`src/rtl/mmio_uart_tx_if.sv`:
```
// Core-side data bus seen by the memory-mapped UART transmitter.
// The core drives address/data/strobes; the peripheral returns read data and its select.
interface mmio_uart_tx_if;
    logic [31:0] bus_addr;
    logic [31:0] bus_wdata;
    logic [3:0]  bus_wenable;
    logic [31:0] bus_rdata;
    logic        hit;

    modport master (
        output bus_addr,
        output bus_wdata,
        output bus_wenable,
        input  bus_rdata,
        input  hit
    );

    modport slave (
        input  bus_addr,
        input  bus_wdata,
        input  bus_wenable,
        output bus_rdata,
        output hit
    );
endinterface

```
`src/rtl/mmio_uart_tx.sv`:
```
// Memory-mapped 8N1 UART transmitter: a bus-fed TX FIFO drained by a serialising FSM.
// Registers: DATA (push), STATUS (flags, count, sticky overflow), DIV (bit period - 1).
module mmio_uart_tx #(
    parameter logic [31:0] BASE_ADDR   = 32'h1000_0000,
    parameter int          FIFO_DEPTH  = 8,
    parameter logic [15:0] DEFAULT_DIV = 16'd433
) (
    input  logic          clk,
    input  logic          rst,
    mmio_uart_tx_if.slave bus,
    output logic          tx,
    output logic          tx_active
);

    localparam int PTR_W = $clog2(FIFO_DEPTH);
    localparam int CNT_W = PTR_W + 1;

    typedef enum logic [1:0] {
        IDLE,
        START,
        DATA,
        STOP
    } state_t;

    localparam logic [1:0] SEL_DATA   = 2'd0;
    localparam logic [1:0] SEL_STATUS = 2'd1;
    localparam logic [1:0] SEL_DIV    = 2'd2;

    logic [1:0]       reg_sel;
    logic             wr_data;
    logic             wr_clear_ovf;
    logic             wr_div_lo;
    logic             wr_div_hi;

    logic [7:0]       fifo_mem [FIFO_DEPTH];
    logic [PTR_W-1:0] wr_ptr;
    logic [PTR_W-1:0] rd_ptr;
    logic [CNT_W-1:0] count;
    logic             fifo_empty;
    logic             fifo_full;
    logic             push_ok;
    logic             pop;
    logic             overflow;
    logic [15:0]      div;
    logic             busy;

    state_t           state, state_n;
    logic [15:0]      bit_cnt, bit_cnt_n;
    logic [2:0]       bit_idx, bit_idx_n;
    logic [7:0]       shift_reg, shift_n;
    logic             tx_n;
    logic             tx_active_n;
    logic             bit_done;

    logic             unused_bus_bits;

    assign unused_bus_bits = ^{bus.bus_addr[1:0], bus.bus_wdata[31:16], bus.bus_wenable[3:2]};

    // Address decode: only the upper 28 bits select the window, bits [3:2] pick the register.
    assign bus.hit      = (bus.bus_addr[31:4] == BASE_ADDR[31:4]);
    assign reg_sel      = bus.bus_addr[3:2];
    assign wr_data      = bus.hit && (reg_sel == SEL_DATA)   && bus.bus_wenable[0];
    assign wr_clear_ovf = bus.hit && (reg_sel == SEL_STATUS) && bus.bus_wenable[0] && bus.bus_wdata[3];
    assign wr_div_lo    = bus.hit && (reg_sel == SEL_DIV)    && bus.bus_wenable[0];
    assign wr_div_hi    = bus.hit && (reg_sel == SEL_DIV)    && bus.bus_wenable[1];

    assign fifo_empty = (count == '0);
    assign fifo_full  = (count == CNT_W'(FIFO_DEPTH));
    assign push_ok    = wr_data && !fifo_full;
    assign busy       = (state != IDLE) || !fifo_empty;

    always_ff @(posedge clk) begin
        if (push_ok) begin
            fifo_mem[wr_ptr] <= bus.bus_wdata[7:0];
        end
    end

    // Fullness is judged before any same-cycle pop, so a push into a full FIFO is lost even if the FSM drains a slot.
    always_ff @(posedge clk) begin
        if (rst) begin
            wr_ptr   <= '0;
            rd_ptr   <= '0;
            count    <= '0;
            overflow <= 1'b0;
        end else begin
            if (push_ok) begin
                wr_ptr <= wr_ptr + PTR_W'(1);
            end
            if (pop) begin
                rd_ptr <= rd_ptr + PTR_W'(1);
            end
            case ({push_ok, pop})
                2'b10:   count <= count + CNT_W'(1);
                2'b01:   count <= count - CNT_W'(1);
                default: count <= count;
            endcase
            if (wr_data && fifo_full) begin
                overflow <= 1'b1;
            end else if (wr_clear_ovf) begin
                overflow <= 1'b0;
            end
        end
    end

    always_ff @(posedge clk) begin
        if (rst) begin
            div <= DEFAULT_DIV;
        end else begin
            if (wr_div_lo) begin
                div[7:0] <= bus.bus_wdata[7:0];
            end
            if (wr_div_hi) begin
                div[15:8] <= bus.bus_wdata[15:8];
            end
        end
    end

    always_comb begin
        bus.bus_rdata = '0;
        if (bus.hit) begin
            case (reg_sel)
                SEL_STATUS: bus.bus_rdata = {16'b0, 8'(count), 4'b0, overflow, busy, fifo_full, fifo_empty};
                SEL_DIV:    bus.bus_rdata = {16'b0, div};
                default:    bus.bus_rdata = '0;
            endcase
        end
    end

    always_ff @(posedge clk) begin
        if (rst) begin
            state     <= IDLE;
            bit_cnt   <= '0;
            bit_idx   <= '0;
            shift_reg <= '0;
            tx        <= 1'b1;
            tx_active <= 1'b0;
        end else begin
            state     <= state_n;
            bit_cnt   <= bit_cnt_n;
            bit_idx   <= bit_idx_n;
            shift_reg <= shift_n;
            tx        <= tx_n;
            tx_active <= tx_active_n;
        end
    end

    // Every bit reloads the counter from the live DIV, so a mid-frame DIV write only affects later bits.
    assign bit_done = (bit_cnt == '0);

    always_comb begin
        state_n     = state;
        bit_cnt_n   = bit_cnt;
        bit_idx_n   = bit_idx;
        shift_n     = shift_reg;
        tx_n        = tx;
        tx_active_n = tx_active;
        pop         = 1'b0;

        case (state)
            IDLE: begin
                if (!fifo_empty) begin
                    pop         = 1'b1;
                    shift_n     = fifo_mem[rd_ptr];
                    state_n     = START;
                    tx_n        = 1'b0;
                    tx_active_n = 1'b1;
                    bit_cnt_n   = div;
                end
            end
            START: begin
                if (bit_done) begin
                    state_n   = DATA;
                    tx_n      = shift_reg[0];
                    shift_n   = {1'b0, shift_reg[7:1]};
                    bit_idx_n = '0;
                    bit_cnt_n = div;
                end else begin
                    bit_cnt_n = bit_cnt - 16'd1;
                end
            end
            DATA: begin
                if (bit_done) begin
                    bit_cnt_n = div;
                    if (bit_idx == 3'd7) begin
                        state_n = STOP;
                        tx_n    = 1'b1;
                    end else begin
                        bit_idx_n = bit_idx + 3'd1;
                        tx_n      = shift_reg[0];
                        shift_n   = {1'b0, shift_reg[7:1]};
                    end
                end else begin
                    bit_cnt_n = bit_cnt - 16'd1;
                end
            end
            STOP: begin
                if (bit_done) begin
                    // Chain straight into the next start bit so back-to-back bytes leave no idle gap.
                    if (!fifo_empty) begin
                        pop       = 1'b1;
                        shift_n   = fifo_mem[rd_ptr];
                        state_n   = START;
                        tx_n      = 1'b0;
                        bit_cnt_n = div;
                    end else begin
                        state_n     = IDLE;
                        tx_active_n = 1'b0;
                    end
                end else begin
                    bit_cnt_n = bit_cnt - 16'd1;
                end
            end
            default: begin
                state_n = IDLE;
            end
        endcase
    end

endmodule

```
`src/flat_wrapper.sv`:
```
// flat-port wrapper written by rule: the top's interface ports become plain ports
module mmio_uart_tx_flat 
#(
    parameter logic [31:0] BASE_ADDR   = 32'h1000_0000,
    parameter int          FIFO_DEPTH  = 8,
    parameter logic [15:0] DEFAULT_DIV = 16'd433
)
  (clk, rst, tx, tx_active, bus_bus_addr, bus_bus_wdata, bus_bus_wenable, bus_bus_rdata, bus_hit);
  mmio_uart_tx_if bus_i ();
  input  logic clk;
  input  logic rst;
  output logic tx;
  output logic tx_active;
  input wire logic [$bits(bus_i.bus_addr)-1:0] bus_bus_addr;
  input wire logic [$bits(bus_i.bus_wdata)-1:0] bus_bus_wdata;
  input wire logic [$bits(bus_i.bus_wenable)-1:0] bus_bus_wenable;
  output wire logic [$bits(bus_i.bus_rdata)-1:0] bus_bus_rdata;
  output wire logic [$bits(bus_i.hit)-1:0] bus_hit;
  assign bus_i.bus_addr = bus_bus_addr;
  assign bus_i.bus_wdata = bus_bus_wdata;
  assign bus_i.bus_wenable = bus_bus_wenable;
  assign bus_bus_rdata = bus_i.bus_rdata;
  assign bus_hit = bus_i.hit;
  mmio_uart_tx #(.BASE_ADDR(BASE_ADDR), .FIFO_DEPTH(FIFO_DEPTH), .DEFAULT_DIV(DEFAULT_DIV)) u_core (.clk(clk), .rst(rst), .bus(bus_i), .tx(tx), .tx_active(tx_active));
endmodule
```
`config.mk`:
```
export PLATFORM = sky130hd
export DESIGN_NAME = mmio_uart_tx_flat
export DESIGN_NICKNAME = d
export VERILOG_FILES = /design/src/rtl/mmio_uart_tx_if.sv /design/src/rtl/mmio_uart_tx.sv /design/src/flat_wrapper.sv
export SDC_FILE = /design/constraint.sdc
export NUM_CORES = 1
export LEC_CHECK = 0
export CORE_ASPECT_RATIO = 0.5
export CORE_MARGIN = 8
export CORE_UTILIZATION = 58
export DETAILED_ROUTE_END_ITERATION = 16
export PLACE_DENSITY = 0.86
export SLEW_MARGIN = 40
export SYNTH_ARGS = -nofsm -noshare
export SYNTH_HDL_FRONTEND = slang
export SYNTH_SLANG_ARGS = --single-unit
export TNS_END_PERCENT = 20
```
`constraint.sdc`:
```
create_clock -name clk -period 6.84 [get_ports clk]
set_input_delay 1.368 -clock clk [delete_from_list [all_inputs] [get_ports clk]]
set_output_delay 1.368 -clock clk [all_outputs]
set_load 0.02 [all_outputs]
```
==> results.tsv, run 1 <==
stage	metric	value	unit
layout	registers with the most flip-flops	u_core.fifo_mem x64, u_core.bit_cnt x16, u_core.div x16	
floorplan	Die ar.	14830	µm²
timing	Final setup viols	0	
timing	RSZ-0062 raised after global routing	no	
power_and_ir_drop	Leakage Power	2.692	nW
clock_tree	hold buffers post-CTS	0	
timing	final hold viol count	0	
route	Vias/cell	6.196	
route	DR pass1 iterations	5	
clock_tree	post_cts resized	0	
timing	Worst Skew	12.12	ps
timing	Setup TNS	0	ps
clock_tree	CTS Buf Count	17	
layout	Ant. Diodes	0	
clock_tree	Clk pin slew, worst setup/hold paths	50	ps
layout	share of cells above drive strength 1	14.83	%
clock_tree	TritonCTS clock tree	built	
critical_path	crit-path max cell delay	640	ps
logic_synthesis	Netlist cell types	75	
layout	largest reg by FF count	u_core.fifo_mem	
logic_synthesis	synthesized area	6389	µm²
route	DRC Markers	0	
timing	relative slew slack	47.42	%
layout	commonest non-fill, non-tap cell in the layout	clkdlybuf4s50_1	
grt	GRT overflow	0	
floorplan	CORE AREA	10880	µm²
grt	vias in the first global route	4699	
power_and_ir_drop	Pwr Density	256.3	nW/µm²
logic_synthesis	Synth async-reset ratio	0	%
floorplan	I/O Pins	105	
critical_path	most used cell along the critical path	clkdlybuf4s50_1	
critical_path	CP endpoint kind	output port	
placement	Final HPWL DP	10.60	mm
timing	crit path time final	5460	ps
route	DR vias	4827	
placement	Routability Congestion	0.8525	
route	routed wire length	15.76	mm
logic_synthesis	Synth Instances	560	
clock_tree	Root Driver	clkbuf_16	
grt	largest net degree at the start of global routing	52	
critical_path	CP Max Fanout	9	
placement	Post-Place Cells	747	
power_and_ir_drop	maximum VDD drop	233.1	µV
logic_synthesis	Seq/Total Area, Yosys	49.20	%
layout	Fillers	744	
logic_synthesis	number of synthesized register bits	125	
floorplan	Starting Density	58.73	%
layout	commonest cells after routing, fill and taps aside	67 x clkdlybuf4s50_1, 64 x edfxtp_1, 60 x dfxtp_1, 41 x nor2_1, 31 x nand2_1	
logic_synthesis	synth warn	0	
grt	Overall Global Routing Usage	21.54	%
critical_path	CP Class	in2out	
grt	first-pass GRT wire length	25.12	mm
layout	NumNets Final	707	
layout	fin util	70.73	%
placement	PortBufs	68	
timing	worst hold margin	464.3	ps
layout	P&R area growth vs syn	20.43	%
layout	Layout Cells excl Fill	779	
status	status	complete, no violations	
route	DR WL/cell	20.23	µm
critical_path	CP Launch Type	input port	
clock_tree	Clock Latency Late Sink	420	ps
grt	antenna violations before repair	0	
clock_tree	Clock Sinks	125	
clock_tree	Max Root-Sink Buffers	2	
critical_path	WP data required	5470	ps
clock_tree	# Post-CTS Setup Buffers	0	
logic_synthesis	Avg Inst Size Synth	11.41	µm²
critical_path	Arrival @ worst endpoint	4090	ps
floorplan	die height	90.21	µm
route	Routed Antenna Nets	0	
logic_synthesis	EDFF count, synth	64	
route	Starting DRT DRC Count	533	
critical_path	critical-path cell list	clkdlybuf4s50_1, nor4_1, nand3_2, nor3_2, and2_1, clkdlybuf4s50_1	
floorplan	row cnt	27	
layout	max FFs per register	64	
timing	Final Cycle Share	79.82	%
timing	fmax	183.2	MHz
timing	Slew Viols, Final	0	
hold_path	worst min path class	reg2reg	
timing	Least-Margin Pin Slew	782.8	ps
clock_tree	H-Tree Depth	4	
floorplan	die width	164.4	µm
run	Max Cap Violations	0	
logic_synthesis	ys flop type	edfxtp_1	
critical_path	slowest cell on the critical path	clkdlybuf4s50_1	
layer usage:
layer,wire (µm),vias up,global-route usage [%],part of all wire [%]
li1,-,2219,-,-
met1,6358,2342,27.25,40
met2,7849,238,36.00,50
met3,1258,28,4.095,8.0
met4,291,0,8.122,1.8
met5,0,-,0,0
final cells by class:
cell class                      instances  area (µm²)  share of cell area (%)
Clock inverter                         15       158.9                   2.065
Clock buffer                           17       425.4                   5.529
Sequential cell                       125        3144                   40.87
Timing Repair Buffer                   75       728.2                   9.465
Tap cell                              145       181.4                   2.358
Multi-Input combinational cell        387        2999                   38.98
Inverter                               15       56.30                  0.7318
where the power goes:
part	internal (mW)	total (mW)	switching, mW
clock	0.541	0.898	0.356
sequential	0.807	0.820	0.0128
combinational	0.0965	0.254	0.158
total	1.45	1.97	0.527
worst max-delay path: cells and delay by family:
kind	cells	cell delay, ps
buf+inv	2	1070
simple gates	4	1640
cell usage after synthesis (7+ instances only):
master | number | area share (%)
nor3_1 | 8 | 0.63
o21ai_0 | 28 | 2.2
xnor2_1 | 8 | 1.1
inv_1 | 14 | 0.82
mux4_2 | 16 | 5.6
clkbuf_1 | 16 | 0.94
nor2_1 | 42 | 2.5
dfxtp_1 | 61 | 19
nand3_1 | 13 | 1.0
ha_1 | 16 | 3.1
nand2_1 | 31 | 1.8
a21oi_1 | 27 | 2.1
and2_1 | 11 | 1.1
a22oi_1 | 10 | 1.2
edfxtp_1 | 64 | 30
o22a_1 | 7 | 0.96
mux2i_1 | 24 | 3.8
buf_4 | 16 | 1.9
buf_2 | 9 | 0.71
xor2_1 | 7 | 0.96
path summary, 6_finish.rpt:
check                                 startpoint                to  slack [ps]  cells after the start
worst max-delay path            bus_bus_addr[19]  bus_bus_rdata[7]        1380                      6
worst min-delay path                   u_core.tx         u_core.tx         460                      1
worst max register to register   u_core.state[1]   u_core.count[2]        3280                     12
worst min register to register         u_core.tx         u_core.tx         460                      1
cell families after synthesis:
group,share of synthesized area [%]
other cells,0.05870
compound gates,13.63
flops,49.20
simple gates,16.29
mux,10.28
fa+ha+maj,3.134
xor+xnor,2.056
buf+inv,5.347
metrics by stage:
| stage | area [µm²] | power [mW] | worst slack (ps) |
|---|---|---|---|
| 2_1_floorplan | 6445 | 1.016 | 2529 |
| 6_report | 7694 | 1.972 | 1380 |
| 3_5_place_dp | 7101 | 1.083 | 1555 |
| 5_1_grt | 7694 | 2.033 | 1268 |
| 3_3_place_gp | 7076 | 1.074 | 1610 |
| 4_1_cts | 7685 | 1.967 | 1398 |
Note: power is estimated with default switching activity, not from simulation.
==> run 2, diff against run 1 <==
- CORE_UTILIZATION: 58 -> 54
- PLACE_DENSITY: 0.86 -> 0.81
- clock period: 6.84 -> 5.3 ns (I/O delays scaled with it)
==> results.tsv, run 2 (same netlist as run 1, synthesis figures left out) <==
stage	metric	value	unit	change
status	status	complete, no violations		
floorplan	row cnt	28		+3.7%
timing	fmax	214.5	MHz	
layout	fin area	7680	µm²	-0.18%
timing	crit path time final	4662	ps	
layout	P&R area growth vs syn	20.21	%	
layout	registers with the most flip-flops	u_core.fifo_mem x64, u_core.bit_cnt x16, u_core.div x16		
clock_tree	Max Root-Sink Buffers	2		unchanged
floorplan	die height	92.91	µm	+3.0%
layout	Fillers	875		+18%
route	DR vias	4732		-2.0%
critical_path	CP endpoint kind	output port		
clock_tree	hold buffers post-CTS	0		unchanged
timing	Worst Skew	7.106	ps	-5.011 ps
clock_tree	CTS Buf Count	17		unchanged
layout	multi-input combinational cell area	2975	µm²	-0.79%
timing	Least-Margin Pin Slew	759.3	ps	-23.51 ps
placement	post-placement cell area	7124	µm²	+0.33%
floorplan	Starting Density	54.76	%	-4.0 points
power_and_ir_drop	overall power	2.461	mW	+25%
timing	Final setup viols	0		unchanged
clock_tree	Root Driver	clkbuf_16		
clock_tree	post_cts resized	0		unchanged
critical_path	WP data required	4240	ps	-1230 ps
clock_tree	Clk pin slew, worst setup/hold paths	60	ps	about the same
layout	max FFs per register	64		unchanged
timing	Final Cycle Share	87.97	%	
critical_path	Worst Reg2Reg Path Length in Cells	12		unchanged
hold_path	worst min path class	reg2reg		
run	Max Cap Violations	0		unchanged
critical_path	CP Class	in2out		
grt	antenna violations before repair	0		unchanged
route	routed wire length	14.99	mm	-4.8%
layout	share of cells above drive strength 1	14.78	%	-0.047 points
layout	commonest cells after routing, fill and taps aside	67 x clkdlybuf4s50_1, 64 x edfxtp_1, 60 x dfxtp_1, 41 x nor2_1, 31 x nand2_1		
clock_tree	Clock Latency Late Sink	410	ps	about the same
clock_tree	TritonCTS clock tree	built		
placement	PortBufs	68		unchanged
critical_path	CP Max Fanout	9		unchanged
grt	GRT overflow	0		unchanged
timing	RSZ-0062 raised after global routing	no		
route	Starting DRT DRC Count	392		-26%
route	Vias/cell	5.908		-4.7%
timing	final hold viol count	0		unchanged
critical_path	slowest cell on the critical path	clkdlybuf4s50_1		
floorplan	I/O Pins	105		unchanged
clock_tree	Clock Sinks	125		unchanged
route	Routed Antenna Nets	0		unchanged
route	DR WL/cell	18.72	µm	-7.5%
placement	Routability Congestion	0.8439		-1.0%
timing	relative slew slack	49.19	%	+1.8 points
grt	vias in the first global route	4482		-4.6%
power_and_ir_drop	maximum VDD drop	238.2	µV	+2.2%
grt	Overall Global Routing Usage	19.34	%	-2.2 points
route	DRC Markers	0		unchanged
layout	Sequential Area	3144	µm²	unchanged
clock_tree	H-Tree Depth	4		unchanged
grt	first-pass GRT wire length	23.79	mm	-5.3%
clock_tree	# Post-CTS Setup Buffers	0		unchanged
timing	Slew Viols, Final	0		unchanged
grt	largest net degree at the start of global routing	42		-19%
route	DR pass1 iterations	5		unchanged
floorplan	Die ar.	15780	µm²	+6.4%
power_and_ir_drop	Leakage Power	2.682	nW	-0.36%
layout	largest reg by FF count	u_core.fifo_mem		
hold_path	Hold Path Depth	2		+1
placement	Final HPWL DP	10.01	mm	-5.6%
layout	commonest non-fill, non-tap cell in the layout	clkdlybuf4s50_1		
power_and_ir_drop	Pwr Density	320.4	nW/µm²	+25%
timing	Setup TNS	0	ps	unchanged
critical_path	Arrival @ worst endpoint	3600	ps	-490 ps
floorplan	die width	169.8	µm	+3.3%
layout	NumNets Final	710		+0.42%
critical_path	CP Launch Type	input port		
critical_path	crit-path max cell delay	610	ps	-30 ps
floorplan	CORE AREA	11670	µm²	+7.2%
critical_path	critical-path cell list	clkdlybuf4s50_1, inv_1, ha_1, inv_1, nor3_2, buf_4, and2_1, clkdlybuf4s50_1		
layout	Ant. Diodes	0		unchanged
==> run 2: power by group <==
group	total, mW	internal [mW]	switching, mW
clock	1.08	0.641	0.437
sequential	1.06	1.04	0.0168
combinational	0.324	0.124	0.199
total	2.46	1.81	0.653
==> run 2: cell type report <==
cell class                 count  area share (%)
multi-input combinational    387           38.74
inverter                      15          0.7331
sequential                   125           40.94
timing repair buffer          78           9.775
tap                          165           2.688
clock inverter                14           1.580
clock buffer                  17           5.539
==> run 2: stage by stage <==
stage,utilization (%),worst slack [ps],hold slack (ps),std cells
2_1_floorplan,-,1605,443.7,575
3_3_place_gp,61.00,708.1,449.7,770
3_5_place_dp,61.07,653.0,456.9,770
4_1_cts,65.76,638.2,464.7,801
5_1_grt,65.83,513.3,494.1,801
6_report,65.83,637.7,464.5,801
==> run 2: path summary, 6_finish.rpt <==
path / start / endpoint / slack (ps)
setup / recovery: bus_bus_addr[2] / bus_bus_rdata[6] / 640
hold / removal: u_core.shift_reg[5] / u_core.shift_reg[5] / 460
setup reg to reg: u_core.state[0] / u_core.count[2] / 1720
hold reg to reg: u_core.shift_reg[5] / u_core.shift_reg[5] / 460
==> run 2: per-layer routing <==
| layer | track usage (%) | vias up | share of wire (%) |
|---|---|---|---|
| met3 | 4.669 | 24 | 6.8 |
| li1 | - | 2218 | - |
| met4 | 6.584 | 0 | 1.7 |
| met5 | 0 | - | 0 |
| met2 | 31.94 | 184 | 48 |
| met1 | 24.67 | 2306 | 43 |
==> run 2: critical path, delay by kind of cell <==
| kind | cells | cell delay, ps |
|---|---|---|
| adder cells (fa/ha/maj) | 1 | 350 |
| AND/OR/NAND/NOR | 2 | 600 |
| buffers and inverters | 5 | 1610 |
==> run 3, diff against run 2 <==
- SKIP_CTS_REPAIR_TIMING: unset -> 1
==> results of run 3 <==
Same layout as run 2: the final DEF is identical, and so are final timing and power.
